==> src/rtl/mem_ctrl.sv <==
// mem_ctrl: byte-serial RAM controller arbitrating instruction fetches and data loads/stores.
// Optional IO_STALL_EN: stores into the IO region (>= 0x30000) hold while io_buffer_full is set.
module mem_ctrl (
  input  logic        clk,
  input  logic        rst,
  input  logic [31:0] pc_mem,
  input  logic        if_req,
  output logic        addr_needed,
  output logic        inst_available,
  output logic [31:0] inst_in,
  output logic [31:0] pc_back,
  input  logic        branch_interception,
  input  logic        mem_req,
  input  logic        mem_we,
  input  logic [1:0]  mem_size,
  input  logic [31:0] mem_addr,
  input  logic [31:0] mem_wdata,
  output logic        mem_done,
  output logic [31:0] mem_rdata,
  output logic [1:0]  memcnf,
  output logic [31:0] ram_addr,
  output logic [7:0]  ram_dout,
  output logic        ram_wr,
  input  logic [7:0]  ram_din,
  input  logic        io_buffer_full
);

  localparam int unsigned AW = 32;
  localparam int unsigned DW = 32;
  localparam int unsigned BW = 8;
  localparam int unsigned CW = 3;

  typedef enum logic [1:0] {
    ST_IDLE  = 2'd0,
    ST_FETCH = 2'd1,
    ST_LOAD  = 2'd2,
    ST_STORE = 2'd3
  } state_t;

  state_t        state, state_d;
  logic [CW-1:0] cnt, cnt_d;
  logic [CW-1:0] len, len_d;
  logic [AW-1:0] base, base_d;
  logic [DW-1:0] acc_q, acc_d;
  logic [DW-1:0] din_lane;
  logic [BW-1:0] wr_byte;
  logic          io_stall;

  function automatic logic [CW-1:0] size_len(input logic [1:0] size);
    case (size)
      2'd0:    return CW'(1);
      2'd1:    return CW'(2);
      default: return CW'(4);
    endcase
  endfunction

`ifdef IO_STALL_EN
  localparam logic [AW-1:0] IO_BASE = AW'(32'h0003_0000);
  // Only the first byte of an IO store waits; once started the store runs to completion.
  assign io_stall = (state == ST_STORE) && (cnt == '0) && (base >= IO_BASE) && io_buffer_full;
`else
  logic unused_io_buffer_full;
  assign unused_io_buffer_full = io_buffer_full;
  assign io_stall = 1'b0;
`endif

  // ram_din carries byte (cnt-1) of the current read; place it in its little-endian lane.
  always_comb begin
    din_lane = '0;
    case (cnt)
      CW'(1):  din_lane = {24'h0, ram_din};
      CW'(2):  din_lane = {16'h0, ram_din, 8'h0};
      CW'(3):  din_lane = {8'h0, ram_din, 16'h0};
      CW'(4):  din_lane = {ram_din, 24'h0};
      default: din_lane = '0;
    endcase
  end

  always_comb begin
    wr_byte = '0;
    case (cnt[1:0])
      2'd0:    wr_byte = acc_q[7:0];
      2'd1:    wr_byte = acc_q[15:8];
      2'd2:    wr_byte = acc_q[23:16];
      default: wr_byte = acc_q[31:24];
    endcase
  end

  always_ff @(posedge clk) begin
    if (rst) begin
      state <= ST_IDLE;
      cnt   <= '0;
      len   <= '0;
      base  <= '0;
      acc_q <= '0;
    end else begin
      state <= state_d;
      cnt   <= cnt_d;
      len   <= len_d;
      base  <= base_d;
      acc_q <= acc_d;
    end
  end

  always_comb begin
    state_d        = state;
    cnt_d          = cnt;
    len_d          = len;
    base_d         = base;
    acc_d          = acc_q;
    addr_needed    = 1'b0;
    inst_available = 1'b0;
    inst_in        = '0;
    pc_back        = '0;
    mem_done       = 1'b0;
    mem_rdata      = '0;
    ram_addr       = '0;
    ram_dout       = '0;
    ram_wr         = 1'b0;

    case (state)
      ST_IDLE: begin
        addr_needed = !mem_req;
        // Data accesses win over fetches; a branch blocks fetch acceptance this cycle.
        if (mem_req) begin
          state_d = mem_we ? ST_STORE : ST_LOAD;
          cnt_d   = '0;
          len_d   = size_len(mem_size);
          base_d  = mem_addr;
          acc_d   = mem_we ? mem_wdata : '0;
        end else if (if_req && !branch_interception) begin
          state_d = ST_FETCH;
          cnt_d   = '0;
          len_d   = CW'(4);
          base_d  = pc_mem;
          acc_d   = '0;
        end
      end

      ST_FETCH, ST_LOAD: begin
        if (cnt < len) ram_addr = base + AW'(cnt);
        if (cnt != '0) acc_d = acc_q | din_lane;
        if (cnt == len) begin
          state_d = ST_IDLE;
          cnt_d   = '0;
          if (state == ST_FETCH) begin
            inst_available = 1'b1;
            inst_in        = acc_q | din_lane;
            pc_back        = base;
          end else begin
            mem_done  = 1'b1;
            mem_rdata = acc_q | din_lane;
          end
        end else begin
          cnt_d = cnt + CW'(1);
        end
        // A branch kills an in-flight fetch, including on its completion cycle.
        if (state == ST_FETCH && branch_interception) begin
          state_d        = ST_IDLE;
          cnt_d          = '0;
          acc_d          = '0;
          inst_available = 1'b0;
          inst_in        = '0;
          pc_back        = '0;
        end
      end

      ST_STORE: begin
        if (cnt == len) begin
          mem_done = 1'b1;
          state_d  = ST_IDLE;
          cnt_d    = '0;
        end else if (!io_stall) begin
          ram_wr   = 1'b1;
          ram_addr = base + AW'(cnt);
          ram_dout = wr_byte;
          cnt_d    = cnt + CW'(1);
        end
      end

      default: state_d = ST_IDLE;
    endcase

    memcnf = {(mem_req && mem_we) || (state == ST_STORE),
              (mem_req && !mem_we) || (state == ST_LOAD)};

    // Reset silences every output in the same cycle so an aborted store writes nothing more.
    if (rst) begin
      addr_needed    = 1'b0;
      inst_available = 1'b0;
      inst_in        = '0;
      pc_back        = '0;
      mem_done       = 1'b0;
      mem_rdata      = '0;
      memcnf         = '0;
      ram_addr       = '0;
      ram_dout       = '0;
      ram_wr         = 1'b0;
    end
  end

endmodule

==> config.mk <==
export PLATFORM = sky130hd
export DESIGN_NAME = mem_ctrl
export DESIGN_NICKNAME = d
export VERILOG_FILES = /design/src/rtl/mem_ctrl.sv
export SDC_FILE = /design/constraint.sdc
export NUM_CORES = 1
export LEC_CHECK = 0
export BUFFER_PORTS_ARGS = -buffer_cell sky130_fd_sc_hd__buf_2
export CORE_MARGIN = 2
export CORE_UTILIZATION = 30
export CTS_BUF_LIST = sky130_fd_sc_hd__clkbuf_4 sky130_fd_sc_hd__clkbuf_8 sky130_fd_sc_hd__clkbuf_16
export DETAILED_ROUTE_END_ITERATION = 16
export SYNTH_ARGS = -nofsm -noshare
export SYNTH_HDL_FRONTEND = slang
export SYNTH_SLANG_ARGS = --single-unit
==> constraint.sdc <==
create_clock -name clk -period 2.6 [get_ports clk]
set_input_delay 0.13 -clock clk [delete_from_list [all_inputs] [get_ports clk]]
set_output_delay 0.13 -clock clk [all_outputs]
set_load 0.01 [all_outputs]
==> flow_metrics.py <==
metrics = {
    "outcome": {
        "status": "complete, no violations",
    },
    "floorplan": {
        "dieArea_mm2": 0.0188,
        "placementRows": 48,
        "io_pins": 255,
        "die_y_um": 137,
        "start_util_pct": 30.7,
        "core_area_mm2": 0.0173,
        "chipWidth_um": 137,
    },
    "detailed_routing": {
        "vias": 6219,
        "route.detailed.drc": 0,
        "first_iter_violations": 259,
        "drt-total-wl_um": 20500,
        "antenna_left": 0,
        "wl_per_cell_um": 17.3,
        "viasPerCell": 5.25,
        "drt-pass1-iter-count": 6,
    },
    "yosys": {
        "syn_inst": 724,
        "synth_cell_types": 46,
        "synth_area_mm2": 0.00532,
        "synth_flop_cell": "dfxtp_1",
        "async_reset_ff_share_pct": 0,
        "synth.ff_latch_count": 72,
        "yosysWarnings": 0,
        "syn_area_per_cell_um2": 7.34,
        "synth_top_cell_by_area": "dfxtp_1",
        "synth_edf_count": 0,
        "synth_area_leaders": "dfxtp_1 (27%), nor2_1 (12%), a211oi_1 (9.5%), mux2i_1 (7.2%), a21oi_1 (6.4%)",
        "yosysSeqAreaShare_pct": 27.1,
        "synthesis.nets": 855,
        "yosys.area.top_type_share_pct": 27.1,
    },
    "sta": {
        "rsz0062_at_grt": "yes",
        "finalSetupViolCount": 0,
        "skew_ps": 4.09,
        "slew-limit-headroom_pct": 57.6,
        "whs_ps": 54.2,
        "fin_crit_sh_pct": 98.6,
        "min_period_ps": 2560,
        "setup_ws_ps": 35.5,
        "worst_pin_slew_ps": 635,
        "final_hold_viol_count": 0,
        "fmax_mhz": 390,
        "final_max_slew_viol_count": 0,
    },
    "global_route": {
        "grt_usage_pct": 20.6,
        "grt_pass1_vias": 5666,
        "antenna_found_initial": 0,
        "grt_pass1_wl_um": 30200,
        "grt_max_degree": 65,
        "gr-total-overflow": 0,
    },
    "critical_path": {
        "path_class": "flop to output port",
        "crit_path_end_kind": "output port",
        "max_stage_delay_ps": 430,
        "crit_path_top_delay_cell": "or4_4",
        "path_delay_family": "simple AND/OR/NAND/NOR gates",
        "cp_data_arrival_time_ps": 2430,
        "worstPathCellList": "ha_4 -> inv_2 -> fa_2 -> nor2b_4 -> o2111ai_4 -> buf_6 -> or4_4 -> a21oi_4 -> buf_6",
        "path_max_fanout": 8,
        "path_common_cell": "buf_6",
        "worstPathRequired_ps": 2470,
        "cp_num_buf_inv": 3,
        "cp-start-kind": "flop",
    },
    "flow_run": {
        "cap_violations": 0,
    },
    "clock_tree": {
        "hold_buffers": 0,
        "clock_latency_ps": 340,
        "clock_sinks": 72,
        "clock-root-buffer": "clkbuf_16",
        "cts.clk_slew.worst_paths_ps": 60,
        "h-tree-depth": 3,
        "cts_made_buffers": 9,
        "cts.path.max_buffers": 2,
        "cts_tree": "done",
    },
    "place": {
        "place.gp.congestion": 0.844,
        "dp_hpwl_um": 14900,
        "dp.cells": 1158,
        "place_area_mm2": 0.00678,
        "port-buffer-count": 253,
        "place_ws_ps": 126,
    },
    "cells_and_area": {
        "diodes": 0,
        "fin_nets": 1085,
        "synthToLayoutAreaGrowth_pct": 39.7,
        "stdcell_count": 1184,
        "fin_area_mm2": 0.00743,
        "layout-drive-gt1-share_pct": 35.2,
        "nFillCells": 1816,
        "fin_util_pct": 43.0,
    },
    "power_and_ir_drop": {
        "p_int_mw": 2.87,
        "p_per_area_mw_per_mm2": 610,
        "p_sw_mw": 1.66,
        "peakVddDrop_uv": 294,
        "combPwrFrac_pct": 34.4,
        "clkPwrFrac_pct": 30.4,
        "sequentialPowerShare_pct": 35.2,
        "power.leakage_nw": 3.31,
        "switching_share_pct": 36.6,
    },
    "min_path": {
        "hold_class": "primary input to flop",
    },
}
power groups by stage:
stage	clock network [mW]	registers, mW	logic (mW)
4_1_cts	1.41	1.59	1.54
2_1_floorplan	0	1.50	1.11
6_report	1.38	1.59	1.56
3_3_place_gp	0	1.60	1.51
5_1_grt	1.46	1.63	1.75
3_5_place_dp	0	1.61	1.52
registers in the layout (all words and copies together), names as in the netlist:
signal and cells:
cnt 3, acc_q 32, base 32, state 2
len 3
cells in the final DEF (no fill, tap or decap), types with 4 or more instances in the layout:
master	count
buf_2	252
nor2_1	173
dfxtp_1	69
a211oi_1	66
a21oi_1	64
mux2i_1	38
and2_1	32
a2bb2oi_1	24
buf_4	24
nand2_1	20
ha_1	13
inv_1	12
nand3_1	12
clkbuf_16	11
nor2b_1	10
o31ai_1	10
or4_1	9
a222oi_1	8
nand3b_1	7
nand4_1	7
and3_1	6
o21ai_0	6
xor2_1	5
or4_4	4
and4_1	4
xnor2_1	4
ha_4	4
per-stage QoR:
| step | setup TNS [ps] | power, mW |
|---|---|---|
| final | 0 | 4.53 |
| after global routing | -251 | 4.83 |
| after CTS | -22.3 | 4.54 |
| after detailed placement | 0 | 3.13 |
| after global placement | 0 | 3.11 |
| after floorplan | 0 | 2.61 |
worst min-delay path, delay by kind of cell:
family                 cells  cell delay (ps)
buffers and inverters      1               90
AO/OA/AOI/OAI              1               60
AND/OR/NAND/NOR            1               70
synthesized netlist by cell type, types with 3 or more instances:
master / instances
nor2_1: 174
dfxtp_1: 72
a21oi_1: 68
a211oi_1: 67
clkbuf_1: 43
mux2i_1: 38
and2_1: 32
a2bb2oi_1: 24
nand2_1: 20
ha_1: 17
inv_1: 15
nand3_1: 14
or4_1: 13
buf_1: 11
nor2b_1: 11
o31ai_1: 11
buf_2: 10
a222oi_1: 8
nand3b_1: 7
nand4_1: 7
and3_1: 6
nor4_1: 6
o21ai_0: 6
and4_1: 5
xor2_1: 5
nor3_1: 4
xnor2_1: 4
o211ai_1: 3
worst paths after layout:
| path | start | slack, ps | to | cells after the start |
|---|---|---|---|---|
| max | base[0] | 40 | ram_addr[24] | 9 |
| min | mem_size[0] | 50 | len[1] | 3 |
| max reg2reg | cnt[0] | 450 | acc_q[20] | 8 |
| min reg2reg | len[2] | 490 | len[2] | 2 |
cells by family (layout without fill, tap and decap cells):
logic type	Yosys count	count (layout)	synth area share (%)
DFF	72	72	27.1
adders and majority gates	18	18	4.38
AOI/OAI and AO/OA	199	199	26.2
xor gates and xnor gates	9	9	1.48
muxes	38	38	7.15
and+or+nand+nor	308	309	27.6
buffers and inverters	80	314	6.02
timing repair:
action | in CTS | in global routing
pin swaps | 14 | 7
gates resized for setup | 25 | 22
cloned | 1 | 3
buffers inserted | 5 | 1
setup endpoints to repair | 46 | 75
final cells by class:
cell class / count / area (um^2) / area share, %
Inverter: 15 / 60.1 / 0.808
Clock buffer: 11 / 246 / 3.32
Multi-Input combinational cell: 573 / 3750 / 50.5
Tap cell: 225 / 282 / 3.79
Timing Repair Buffer: 283 / 1570 / 21.1
Sequential cell: 72 / 1450 / 19.5
Clock inverter: 5 / 80.1 / 1.08
routing by layer:
| layer | GRT usage, % | part of all wire [%] |
|---|---|---|
| met5 | 0 | 0 |
| met4 | 8.36 | 2.6 |
| met3 | 4.15 | 8.2 |
| met2 | 35.6 | 48 |
| met1 | 25.0 | 41 |
Note: power is estimated with default switching activity, not from simulation.
